==> config.mk <==
export PLATFORM = sky130hd
export DESIGN_NAME = counter_load_scheduler
export DESIGN_NICKNAME = d
export VERILOG_FILES = /design/src/rtl/counter_load_scheduler.sv
export SDC_FILE = /design/constraint.sdc
export NUM_CORES = 1
export LEC_CHECK = 0
export BUFFER_PORTS_ARGS = -buffer_cell sky130_fd_sc_hd__buf_2
export CAP_MARGIN = 5
export CORE_AREA = 2 2 82 84
export DETAILED_ROUTE_END_ITERATION = 7
export DIE_AREA = 0 0 84 86
export PLACE_DENSITY = 0.64
export SETUP_SLACK_MARGIN = 0.05
export SYNTH_ARGS = -nofsm -noshare
export SYNTH_HDL_FRONTEND = slang
export SYNTH_SLANG_ARGS = --single-unit
export TNS_END_PERCENT = 5
==> constraint.sdc <==
create_clock -name clk -period 5.75 [get_ports clk]
set_input_delay 0.2875 -clock clk [delete_from_list [all_inputs] [get_ports clk]]
set_output_delay 0.2875 -clock clk [all_outputs]
set_load 0.1 [all_outputs]
==> src/rtl/counter_load_scheduler.sv <==
// counter_load_scheduler: round-robin sharing of one counter load port among NREQ
// requesters, with a post-load guard gap and an idle-timeout auto-reload.
module counter_load_scheduler #(
    parameter int               NREQ      = 4,
    parameter int               WIDTH     = 16,
    parameter int               MIN_GAP   = 3,
    parameter int               TIMEOUT   = 32,
    parameter logic [WIDTH-1:0] AUTO_INIT = '0
) (
    input  logic                     clk,
    input  logic                     rst_n,
    input  logic [NREQ-1:0]          req_valid,
    input  logic [NREQ*WIDTH-1:0]    req_data,
    output logic [NREQ-1:0]          req_ready,
    input  logic [WIDTH-1:0]         ctr_count,
    output logic                     ctr_ld,
    output logic [WIDTH-1:0]         ctr_init,
    output logic [$clog2(NREQ)-1:0]  grant_id,
    output logic                     grant_auto,
    output logic                     busy
);

    // state | meaning
    // IDLE  | arbitrate requests, count idle cycles toward auto-reload
    // LOAD  | ctr_ld high for one cycle with the captured value
    // GAP   | guard interval, no request accepted for MIN_GAP cycles

    localparam int PW = $clog2(NREQ);
    localparam int IW = (TIMEOUT > 1) ? $clog2(TIMEOUT) : 1;
    localparam int GW = (MIN_GAP > 1) ? $clog2(MIN_GAP) : 1;

    typedef enum logic [1:0] {
        IDLE = 2'd0,
        LOAD = 2'd1,
        GAP  = 2'd2
    } state_t;

    state_t          state;
    logic [PW-1:0]   ptr;
    logic [PW-1:0]   winner;
    logic [PW-1:0]   cand;
    logic [PW-1:0]   ptr_next;
    logic            any_valid;
    logic [NREQ-1:0] grant_vec;
    logic [IW-1:0]   idle_cnt;
    logic [GW-1:0]   gap_cnt;
    logic            timeout_hit;
    logic            unused_count;

    // ctr_count is status-only; it never influences sequencing
    assign unused_count = ^ctr_count;

    // first valid index at or after ptr, wrapping
    always_comb begin
        winner    = ptr;
        cand      = '0;
        any_valid = 1'b0;
        for (int k = 0; k < NREQ; k++) begin
            cand = PW'((int'(ptr) + k) % NREQ);
            if (!any_valid && req_valid[cand]) begin
                any_valid = 1'b1;
                winner    = cand;
            end
        end
    end

    assign ptr_next    = (winner == PW'(NREQ - 1)) ? '0 : winner + 1'b1;
    assign grant_vec   = NREQ'(1) << winner;
    assign timeout_hit = (TIMEOUT != 0) && (idle_cnt == IW'(TIMEOUT - 1));

    // gated with rst_n so ready is silent while reset is held
    assign req_ready = (rst_n && (state == IDLE) && any_valid) ? grant_vec : '0;
    assign busy      = (state != IDLE);

    always_ff @(posedge clk or negedge rst_n) begin
        if (!rst_n) begin
            state      <= IDLE;
            ptr        <= '0;
            idle_cnt   <= '0;
            gap_cnt    <= '0;
            ctr_ld     <= 1'b0;
            ctr_init   <= '0;
            grant_id   <= '0;
            grant_auto <= 1'b0;
        end else begin
            ctr_ld <= 1'b0;
            case (state)
                IDLE: begin
                    if (any_valid) begin
                        ctr_ld     <= 1'b1;
                        ctr_init   <= req_data[int'(winner)*WIDTH +: WIDTH];
                        grant_id   <= winner;
                        grant_auto <= 1'b0;
                        ptr        <= ptr_next;
                        idle_cnt   <= '0;
                        state      <= LOAD;
                    end else if (timeout_hit) begin
                        ctr_ld     <= 1'b1;
                        ctr_init   <= AUTO_INIT;
                        grant_auto <= 1'b1;
                        idle_cnt   <= '0;
                        state      <= LOAD;
                    end else begin
                        idle_cnt <= idle_cnt + 1'b1;
                    end
                end
                LOAD: begin
                    gap_cnt <= '0;
                    state   <= (MIN_GAP > 0) ? GAP : IDLE;
                end
                GAP: begin
                    if (gap_cnt == GW'(MIN_GAP - 1)) begin
                        state <= IDLE;
                    end else begin
                        gap_cnt <= gap_cnt + 1'b1;
                    end
                end
                default: state <= IDLE;
            endcase
        end
    end

endmodule
## Word-level counts from Yosys, hierarchy flattened

Cells that the tools add are included.

| word-level totals | value |
|---|---|
| bits in registers | 31 |
| bits in latches | 0 |
| bits in writable memories | 0 |
| ROM bits | 0 |
| bits of input ports | 86 |
| output and inout bits | 25 |
| logic and storage cells | 76 |
| memories | 0 |

| cells by class | value |
|---|---|
| add/subtract/negate cells | 6 |
| multiply operators | 0 |
| div/mod/pow operators | 0 |
| magnitude comparators | 4 |
| equal/unequal tests | 8 |
| shifts and indexed selects | 2 |
| mux-type cells | 32 |
| bitwise logic cells | 0 |
| reduce and logical (&&, ||, !) cells | 16 |

Operator list:

| kind | number |
|---|---|
| $shiftx 64x7->16 | 1 |
| $mux 16 | 2 |
| $mux 2 | 8 |
| $mux 1 | 13 |
| $lt 2x3->1 const B | 4 |
| $mux 5 | 2 |
| $bmux 1 s2 | 4 |
| $reduce_and 2->1 | 4 |
| $add 2x1->2 const B | 3 |
| $eq 2x2->1 const B | 3 |
| $pmux 2 s3 | 1 |
| $reduce_bool 2->1 | 3 |
| $add 5x1->5 const B | 1 |
| $eq 5x5->1 const B | 1 |
| $logic_and 1x1->1 | 5 |
| $add 2x2->2 const B | 2 |
| $mux 4 | 1 |
| $ne 2x2->1 const B | 2 |
| $pmux 2 s2 | 1 |
| $shl 1x2->4 const A | 1 |
| $logic_not 1->1 | 3 |
| $ne 3x3->1 const B | 1 |
| $eq 2x1->1 const B | 1 |
| $logic_not 2->1 | 1 |

## Depth between registers and ports, before layout

Gate-level depths: netlist of run 1.

| depth | value |
|---|---|
| depth after elaboration | 14 |
| mapped depth | 8 |
| mapped depth without buffers | 7 |

## Least setup slack after synthesis of run 1

OpenSTA, ideal clock, no wires.

| path | value |
|---|---|
| path kind | reg-to-output |
| start | register state[1] |
| end | output port req_ready[0] |
| arrival | 2510 ps |
| required time | 5463 ps |
| slack | 2953 ps |
| stages on the path, launching flop included | 7 |
| buffers on the path | 2 |
| cells stage by stage | dfrtp_1 > clkbuf_1 > nor2_4 > inv_1 > nor2_1 > buf_2 > and3_1 |

| between the ends | value |
|---|---|
| cells in the longest elaborated chain, start to end | 4 |

Ends and longest elaborated chain:

| what | RTL line | RTL |
|---|---|---|
| from (decl) | 38 | `state_t state;` |
| from (signal assigned) | 109 | `state <= (MIN_GAP > 0) ? GAP : IDLE;` |
| $logic_not 2->1 | 72 | `assign req_ready = (rst_n && (state == IDLE) && any_valid) ? grant_vec : '0;` |
| $logic_and 1x1->1 (2 in a row) | 72 |  |
| $mux 4 | 72 |  |
| to (decl) | 14 | `output logic [NREQ-1:0] req_ready,` |

No other way between the ends.

## Worst setup path after layout of run 1

| path | value |
|---|---|
| start | register ptr[0] |
| end | output port req_ready[0] |

| between the ends | value |
|---|---|
| cells in the longest elaborated chain, start to end | 14 |
| elaborated cells between the ends (all ways) | 27 |
| those cells by class | add/sub (3); shift (1); mux (16); reduce/logical (7) |

Ends and longest elaborated chain:

| what | RTL line | RTL |
|---|---|---|
| from (decl) | 39 | `logic [PW-1:0] ptr;` |
| from (signal assigned) | 94 | `ptr <= ptr_next;` |
| parallel branches: the longest is 13 deep, another holds $add 2x1->2 | n/a |  |
| $mux 4 (*) | 72 |  |

Every way passes the cells marked *. The select of a mux whose other input is x is not followed.

==> results of run 1 <==
==> area by class of cell <==
type                    instances  area share
clock buffers                   6      0.0298
inverters                       6     0.00925
repair buffers                 95       0.196
multi-input cells             128       0.406
well taps                      77      0.0396
flip-flops and latches         31       0.319
==> report_power, final <==
part	internal, W	leakage [nW]	switching [W]
clock network	0.0000806	0.0371	0.0000755
logic	0.000279	0.912	0.000884
registers	0.000316	0.386	0.0000647
==> cell usage after synthesis, drive strengths merged (2+ instances only) <==
cell / count / area [sq um]
and3: 5 / 31.3
buf: 8 / 52.6
dfrtp: 31 / 776
ha: 7 / 87.6
inv: 6 / 22.5
mux2: 3 / 33.8
mux2i: 34 / 340
nand2: 26 / 103
nand3: 2 / 10.0
nor2: 12 / 52.6
nor2b: 4 / 25.0
o21ai: 4 / 23.8
o221ai: 16 / 140
xor2: 2 / 17.5
==> worst max-delay path, cell delays in order (launching register included) <==
cell and delay (ns):
dfrtp_1 0.41, and2b_1 0.27, nor2_1 0.08, o22ai_4 0.09
buf_4 0.49, ha_1 0.23, and3_1 0.14, buf_2 0.42
==> sequential cells by signal (all words and copies together), names as in the netlist <==
| register | flops |
|---|---|
| ctr_init | 16 |
| ctr_ld | 1 |
| gap_cnt | 2 |
| grant_auto | 1 |
| grant_id | 2 |
| idle_cnt | 5 |
| ptr | 2 |
| state | 2 |
==> through the flow <==
step,worst slack (ns),instances
floorplan,2.95,174
detailed placement,3.24,337
finish,3.04,343
CTS,3.00,343
global route,2.86,343
global placement,3.22,337
==> cells by family (layout without fill, tap and decap cells) <==
family	count (synthesis)	in the layout	synth area share
and+or+nand+nor	56	56	0.146
DFF	31	31	0.424
buffers and inverters	15	107	0.0431
adders and majority gates	7	7	0.0479
AOI/OAI and AO/OA	25	25	0.120
xor gates and xnor gates	3	3	0.0144
muxes	37	37	0.205
==> how the worst max path moves through the flow <==
| stage | to | slack [ns] |
|---|---|---|
| 6_report | req_ready[0] | 3.04 |
| 5_1_grt | req_ready[3] | 2.86 |
| 4_1_cts | req_ready[2] | 3.00 |
| 3_5_place_dp | req_ready[3] | 3.24 |
| 3_3_place_gp | req_ready[3] | 3.22 |
| 2_1_floorplan | req_ready[0] | 2.95 |
==> layer usage <==
metal / track usage / wire, um
met5: 0 / 0
met4: 0.0440 / 38
met3: 0.0404 / 322
met2: 0.231 / 2240
met1: 0.171 / 2030
==> results.json, run 1 <==
{
  "layout_commonest_cell": "buf_2",
  "fillers": 651,
  "grt_pass1_vias": 1695,
  "fin_util": 0.388,
  "clkSlewWorstSetupHoldPaths_ns": 0.06,
  "die_area_sq_um": 7220,
  "rows": 29,
  "rsz0062_at_grt": "no",
  "syn_nets": 267,
  "worst_pin_slew_ns": 0.862,
  "drv_cap": 0,
  "ys_seq_area_frac": 0.424,
  "whs_ns": 0.0807,
  "r2r-end": "ctr_init[9]",
  "die_x_um": 84,
  "routedWlPerCell_um": 13.5,
  "place_congestion": 0.703,
  "grt_usage": 0.138,
  "io_pins": 111,
  "vias": 1651,
  "crit_fanout": 35,
  "total_power_w": 0.00170,
  "insertion_delay_ns": 0.28,
  "synth_cells": 174,
  "port_buffers": 94,
  "antenna_cells": 0,
  "skew_ns": 0.00684,
  "crit_type": "flip-flop to output port",
  "clockRootBuffer": "clkbuf_8",
  "grt_pass1_wl_um": 7940,
  "grt.overflow.total": 0,
  "cp.required_ns": 5.46,
  "ctsHoldBuffers": 0,
  "status": "complete, no violations",
  "grt_max_degree": 36,
  "placedInstanceArea_sq_um": 2360,
  "r2r_slack_ns": 3.47,
  "cts_resized": 0,
  "final_area_sq_um": 2430,
  "dr.pass1.iters": 4,
  "leakagePower_nw": 1.34,
  "netlist_area_sq_um": 1830,
  "dp_hpwl_um": 3410,
  "drtIter0Drc": 66,
  "ys_ff_latch": 31,
  "setup_viol": 0,
  "crit_arrival_ns": 2.42,
  "ff2ff_path_depth": 5,
  "power_density_nw_per_um2": 698,
  "hold_viol": 0,
  "viasPerCell": 4.81,
  "antenna_found_initial": 0,
  "slew_headroom": 0.425,
  "cp-startpoint": "ptr[0]",
  "holdCritPathClass": "input port to asynchronous set/reset pin",
  "drc_errors": 0,
  "finalCritPeriodShare": 0.472,
  "multi_input_area_sq_um": 988,
  "avgSynthCellArea_sq_um": 10.5,
  "start_util": 0.291,
  "drtAntennaViolNets": 0,
  "clock.fmax_ghz": 0.369,
  "nets": 360,
  "totalWireLength_um": 4620,
  "cts_buffers": 5,
  "finalMaxSlewViolations": 0,
  "r2r-start": "state[1]",
  "postCtsSetupBuffers": 0,
  "crit_path_start_kind": "flip-flop",
  "area.growth.synth_to_final_pct": 33.0,
  "fp.dieH_um": 86,
  "period_minus_slack_ns": 2.71,
  "cts.sinks": 31,
  "clockBufferDepth": 2,
  "synth_edf_count": 0,
  "drive_gt1_frac": 0.417,
  "cts_max_level": 2,
  "ys_types": 34,
  "ys_async_sr_fraction": 1.00,
  "ys_warn_count": 0,
  "coreArea_sq_um": 6280,
  "seqCellArea_sq_um": 776,
  "endpoint_kind": "output port",
  "finalSetupTns_ns": 0,
  "synth_ff_type": "dfrtp_1",
  "ir_drop_uv": 372,
  "cts_tree": "built",
  "layout_common_cells": "94 x buf_2, 34 x mux2i_1, 31 x dfrtp_1"
}
(Power assumes the default switching activity.)
==> inputs of run 2 (changes only) <==
--- a/config.mk
+++ b/config.mk
@@ -5,12 +5,13 @@
 export SDC_FILE = /design/constraint.sdc
 export NUM_CORES = 1
 export LEC_CHECK = 0
+export ABC_AREA = 1
 export BUFFER_PORTS_ARGS = -buffer_cell sky130_fd_sc_hd__buf_2
 export CAP_MARGIN = 5
-export CORE_AREA = 2 2 82 84
+export CORE_AREA = 2 2 91 93
 export DETAILED_ROUTE_END_ITERATION = 7
-export DIE_AREA = 0 0 84 86
-export PLACE_DENSITY = 0.64
+export DIE_AREA = 0 0 93 95
+export PLACE_DENSITY = 0.61
 export SETUP_SLACK_MARGIN = 0.05
 export SYNTH_ARGS = -nofsm -noshare
 export SYNTH_HDL_FRONTEND = slang
==> constraint.sdc (replaced) <==
create_clock -name clk -period 2.6 [get_ports clk]
set_input_delay 0.13 -clock clk [delete_from_list [all_inputs] [get_ports clk]]
set_output_delay 0.13 -clock clk [all_outputs]
set_load 0.1 [all_outputs]
==> run 2 against run 1 <==
Clock-buffer cell count unchanged. Global-route usage grew 0.60 points. Register-to-register slack got worse by 3.0 ns. Die area grew 22%.
==> results.json, run 2 <==
{
  "finalCritPeriodShare": 0.930,
  "fp.dieH_um": 95,
  "ys_ff_latch": 31,
  "synth.most_common_cell": "nand2_1",
  "viasPerCell": 4.68,
  "cpPeakStageDelay_ns": 0.48,
  "layout_commonest_cell": "nand2_1",
  "drv_cap": 0,
  "clockRootBuffer": "clkbuf_8",
  "clock.fmax_ghz": 0.413,
  "totalWireLength_um": 6260,
  "crit_type": "flip-flop to output port",
  "rows": 33,
  "synth_ff_type": "dfrtp_1",
  "synth_cells": 329,
  "crit_fanout": 8,
  "cp.required_ns": 2.47,
  "layout_common_cells": "117 x nand2_1, 93 x nand3_1, 90 x buf_2",
  "hold_viol": 0,
  "cts_buffers": 5,
  "ys_seq_area_frac": 0.342,
  "grt.overflow.total": 0,
  "cp_slowest_cell": "dfrtp_2",
  "critPathTopFamily": "simple AND/OR/NAND/NOR gates",
  "rsz0062_at_grt": "no",
  "setup_viol": 0,
  "endpoint_kind": "output port",
  "die_x_um": 93,
  "nets": 522,
  "drc_errors": 0,
  "synth_top_cell_by_area": "dfrtp_1",
  "cts.sinks": 31,
  "drtAntennaViolNets": 0,
  "crit_path_start_kind": "flip-flop",
  "synthTopCellsByArea": "dfrtp_1 34%, nand3_1 20%, nand2_1 20%",
  "cp_common_cell": "nand2_1",
  "status": "complete, no violations",
  "syn_nets": 422,
  "ys_async_sr_fraction": 1.00,
  "coreArea_sq_um": 7930,
  "cts_tree": "built",
  "area.growth.synth_to_final_pct": 35.9,
  "ys_warn_count": 0,
  "cp_cell_sequence": "inv_4, nand2_1, nand2_2, nand2_1, nand2_2, nand2_1, nand2_1, nand2_1, nand2_1, nand3_1, nand2_4, ha_1, inv_1, nor2_2, buf_12",
  "clockBufferDepth": 2,
  "routedWlPerCell_um": 11.7,
  "period_minus_slack_ns": 2.42,
  "grt_pass1_wl_um": 10100,
  "grt_pass1_vias": 2227,
  "reg_top3": "ctr_init: 16 flops, idle_cnt: 5 flops",
  "antenna_cells": 0,
  "worst_pin_slew_ns": 0.508,
  "grt_max_degree": 33,
  "io_pins": 111,
  "holdCritPathClass": "input port to flip-flop",
  "insertion_delay_ns": 0.28,
  "place_congestion": 0.814,
  "regMostFlops": "ctr_init",
  "synth_edf_count": 0,
  "clkSlewWorstSetupHoldPaths_ns": 0.06,
  "largest_reg_flops": 16,
  "antenna_found_initial": 0,
  "cts_max_level": 2,
  "dp_hpwl_um": 4700,
  "finalMaxSlewViolations": 0,
  "drtIter0Drc": 95,
  "dpl_worst_slack_ns": 0.237,
  "setup_ws_ns": 0.181,
  "crit_arrival_ns": 2.29,
  "slew_headroom": 0.663,
  "port_buffers": 94,
  "grt_usage": 0.144,
  "netlist_area_sq_um": 2270,
  "vias": 2497,
  "dr.pass1.iters": 4,
  "synth_top_area_frac": 0.342,
  "avgSynthCellArea_sq_um": 6.90,
  "start_util": 0.286,
  "die_area_sq_um": 8840,
  "skew_ns": 0.00581,
  "critPathBufInv": 3,
  "ys_types": 27,
  "synth_commonest_cells": "119 x nand2_1, 93 x nand3_1, 31 x dfrtp_1",
  "drive_gt1_frac": 0.331
}
-- run 2: changes by cell type after synthesis, sizes merged, moves of 7 or more --
cell    change
nand2     +103
nand3      +93
mux2i      -33
o221ai     -16
inv        +15
buf         +7
-- run 2: per-layer routing --
metal  up-vias  GRT usage  wire, um
li1       1271          -         -
met1      1152      0.174      2720
met2        65      0.251      3110
met3         9     0.0327       352
met4         0     0.0515        86
met5         -          0         0
-- run 2: layout make-up --
cell class	instances	area, sq um
fillers	859	4840
multi-input cells	259	1320
flip-flops and latches	31	778
repair buffers	110	666
well taps	105	131
inverters	22	90.1
clock buffers	6	72.6
clock inverters	1	30.0
-- run 2: path summary, 6_finish.rpt --
kind | startpoint | cells past startpoint | slack [ns] | to
max | ptr[1] | 15 | 0.18 | req_ready[3]
min | req_data[42] | 5 | 0.18 | ctr_init[10]
max reg2reg | ptr[1] | 14 | 0.47 | ctr_init[0]
min reg2reg | grant_id[0] | 2 | 0.47 | grant_id[0]
max in group asynchronous | rst_n | 3 | 1.88 | ptr[0]
min in group asynchronous | rst_n | 3 | 0.40 | grant_auto
-- run 2: worst register-to-register path: cells and delay by family (launching register included) --
kind | cells | cell delay (ns)
buf+inv | 3 | 0.45
flops | 1 | 0.48
simple gates | 11 | 1.10
-- run 2: repair_timing --
item | 4_1_cts | 5_1_grt
hold buffers | 1 | 0
hold endpoints to repair | 31 | 0
setup endpoints to repair | 4 | 4
buffers inserted | 0 | 5
pin swaps | 0 | 2
resized for setup | 3 | 7
-- run 2: stage by stage --
| step | instances | cell area (sq um) | util | TNS [ns] | hold WS (ns) |
|---|---|---|---|---|---|
| after global routing | 534 | 3090 | 0.389 | 0 | 0.185 |
| after detailed placement | 521 | 2890 | 0.365 | 0 | 0.189 |
| final | 534 | 3090 | 0.389 | 0 | 0.176 |
| after global placement | 521 | 2890 | 0.365 | 0 | 0.184 |
| after floorplan | 329 | 2280 | - | -0.433 | -0.166 |
| after CTS | 529 | 3010 | 0.380 | 0 | 0.171 |
-- run 2: logic make-up (layout without fill, tap and decap cells) --
kind of cell | Yosys count | count (layout) | synth area share
simple gates | 240 | 240 | 0.487
buf+inv | 39 | 139 | 0.0926
flops | 31 | 31 | 0.342
compound gates | 8 | 8 | 0.0242
fa+ha+maj | 7 | 7 | 0.0386
xor+xnor | 3 | 3 | 0.0116
mux | 1 | 1 | 0.00441
Power of run 2 is left out: the tool's default activity adds up to more than one toggle a clock period on the data nets, which glitch-free logic cannot reach.
==> inputs of run 3 (changes only) <==
--- a/config.mk
+++ b/config.mk
@@ -12,6 +12,7 @@
 export DETAILED_ROUTE_END_ITERATION = 7
 export DIE_AREA = 0 0 93 95
 export PLACE_DENSITY = 0.61
+export REMOVE_ABC_BUFFERS = 1
 export SETUP_SLACK_MARGIN = 0.05
 export SYNTH_ARGS = -nofsm -noshare
 export SYNTH_HDL_FRONTEND = slang
==> constraint.sdc (replaced) <==
create_clock -name clk -period 2.9 [get_ports clk]
set_input_delay 0.145 -clock clk [delete_from_list [all_inputs] [get_ports clk]]
set_output_delay 0.145 -clock clk [all_outputs]
set_load 0.1 [all_outputs]
==> run 3 against run 2 <==
Via count is 2.4% lower. First-iteration DRC count grew 55%. Worst setup slack better by 0.13 ns. Non-clock buffer count down 5. Clock-buffer cell count grew 2. Final area decreased by 2.6%. Flip-flop and latch count did not move.
==> results.json, run 3 (same netlist as run 2, synthesis figures left out) <==
{
  "crit_arrival_ns": 2.45,
  "met3_usage": 0.0367,
  "drtIter0Drc": 147,
  "die_x_um": 93,
  "cts_max_level": 2,
  "grt_pass1_vias": 2199,
  "setup_viol": 0,
  "start_util": 0.286,
  "cpPeakStageDelay_ns": 0.49,
  "drc_errors": 0,
  "crit_path_start_kind": "flip-flop",
  "cts.sinks": 31,
  "dr.pass1.iters": 4,
  "finalSetupTns_ns": 0,
  "totalWireLength_um": 6300,
  "grt_max_degree": 33,
  "largest_reg_flops": 16,
  "clockRootBuffer": "clkbuf_8",
  "grt.overflow.total": 0,
  "vias": 2437,
  "antenna_found_initial": 0,
  "grtUsageMet2": 0.227,
  "crit_fanout": 18,
  "dp_hpwl_um": 4660,
  "cp_cell_sequence": "inv_4, nand2_1, nand2_1, nand2_1, nand2_2, nand2_1, nand2_1, nand2_1, nand2_4, nand2_4, inv_2, ha_1, inv_1, nor2_1, buf_12",
  "viasPerCell": 4.60,
  "rsz0062_at_grt": "no",
  "busiest_layer": "met2",
  "cp.required_ns": 2.76,
  "rows": 33,
  "port_buffers": 94,
  "regMostFlops": "ctr_init",
  "skew_ns": 0.00676,
  "drive_gt1_frac": 0.311,
  "met1_usage": 0.205,
  "holdCritPathClass": "input port to flip-flop",
  "reg_top3": "ctr_init: 16 flops, idle_cnt: 5 flops",
  "drv_cap": 0,
  "cp_slowest_cell": "dfrtp_2",
  "fillers": 872,
  "insertion_delay_ns": 0.28,
  "clock.fmax_ghz": 0.386,
  "layout_commonest_cell": "nand2_1",
  "place_congestion": 0.816,
  "period_minus_slack_ns": 2.59,
  "finalMaxSlewViolations": 0,
  "grt_pass1_wl_um": 10400,
  "antenna_cells": 0,
  "nets": 517,
  "cp_common_cell": "nand2_1",
  "fp.dieH_um": 95,
  "layout_common_cells": "119 x nand2_1, 93 x nand3_1, 90 x buf_2",
  "io_pins": 111,
  "finalCritPeriodShare": 0.893,
  "die_area_sq_um": 8840,
  "hold_viol": 0,
  "worst_pin_slew_ns": 0.503,
  "coreArea_sq_um": 7930,
  "slew_headroom": 0.667,
  "cts_tree": "built",
  "status": "complete, no violations",
  "clockBufferDepth": 2,
  "routedWlPerCell_um": 11.9,
  "grt_usage": 0.146,
  "drtAntennaViolNets": 0,
  "clkSlewWorstSetupHoldPaths_ns": 0.07,
  "crit_type": "flip-flop to output port",
  "cts_buffers": 5,
  "endpoint_kind": "output port",
  "area.growth.synth_to_final_pct": 32.3
}
[run 3: final cells by class]
| class | instances | area (sq um) | area share |
|---|---|---|---|
| clock buffer | 8 | 100 | 0.0333 |
| inverter | 22 | 85.1 | 0.0283 |
| multi-input combinational | 259 | 1290 | 0.431 |
| sequential | 31 | 778 | 0.259 |
| tap | 105 | 131 | 0.0437 |
| timing repair buffer | 105 | 616 | 0.205 |
[run 3: final timing paths]
check	from	to	slack [ns]	depth (start not counted)
worst max-delay path	ptr[0]	req_ready[1]	0.31	15
worst min-delay path	req_data[46]	ctr_init[14]	0.20	5
max in group asynchronous	rst_n	ptr[0]	2.16	3
min in group asynchronous	rst_n	grant_id[1]	0.41	3
worst min register to register	ctr_init[6]	ctr_init[6]	0.47	2
worst max register to register	ptr[0]	ctr_init[15]	0.79	14
[run 3: worst max-delay path: cells and delay by family (launching register included)]
| kind | cells | cell delay [ns] |
|---|---|---|
| adders and majority gates | 1 | 0.14 |
| DFF | 1 | 0.49 |
| buffers and inverters | 4 | 0.49 |
| and+or+nand+nor | 10 | 1.02 |
[run 3: layer usage]
layer  part of all wire  wire length [um]  up-vias
met5                  0                 0        -
met3              0.069               437        6
met1               0.47              2960     1099
met4             0.0057                36        0
li1                   -                 -     1261
met2               0.45              2860       71
[run 3: metrics by stage]
step | setup WS (ns) | util | instances | hold WS (ns) | instance area [sq um]
after global placement | 0.433 | 0.363 | 521 | 0.204 | 2880
after CTS | 0.0835 | 0.377 | 530 | 0.186 | 2990
after global routing | 0.0781 | 0.379 | 530 | 0.213 | 3010
final | 0.310 | 0.379 | 530 | 0.196 | 3010
after detailed placement | 0.415 | 0.363 | 521 | 0.204 | 2880
after floorplan | -0.688 | - | 312 | -0.151 | 2140
[run 3: repair_timing]
action	CTS	global route
endpoints found under the hold margin	31	0
resized for setup	0	5
setup buffers	0	0
hold buffers	1	0
endpoints found under the setup margin	0	4
Power of run 3 is left out for the same reason.
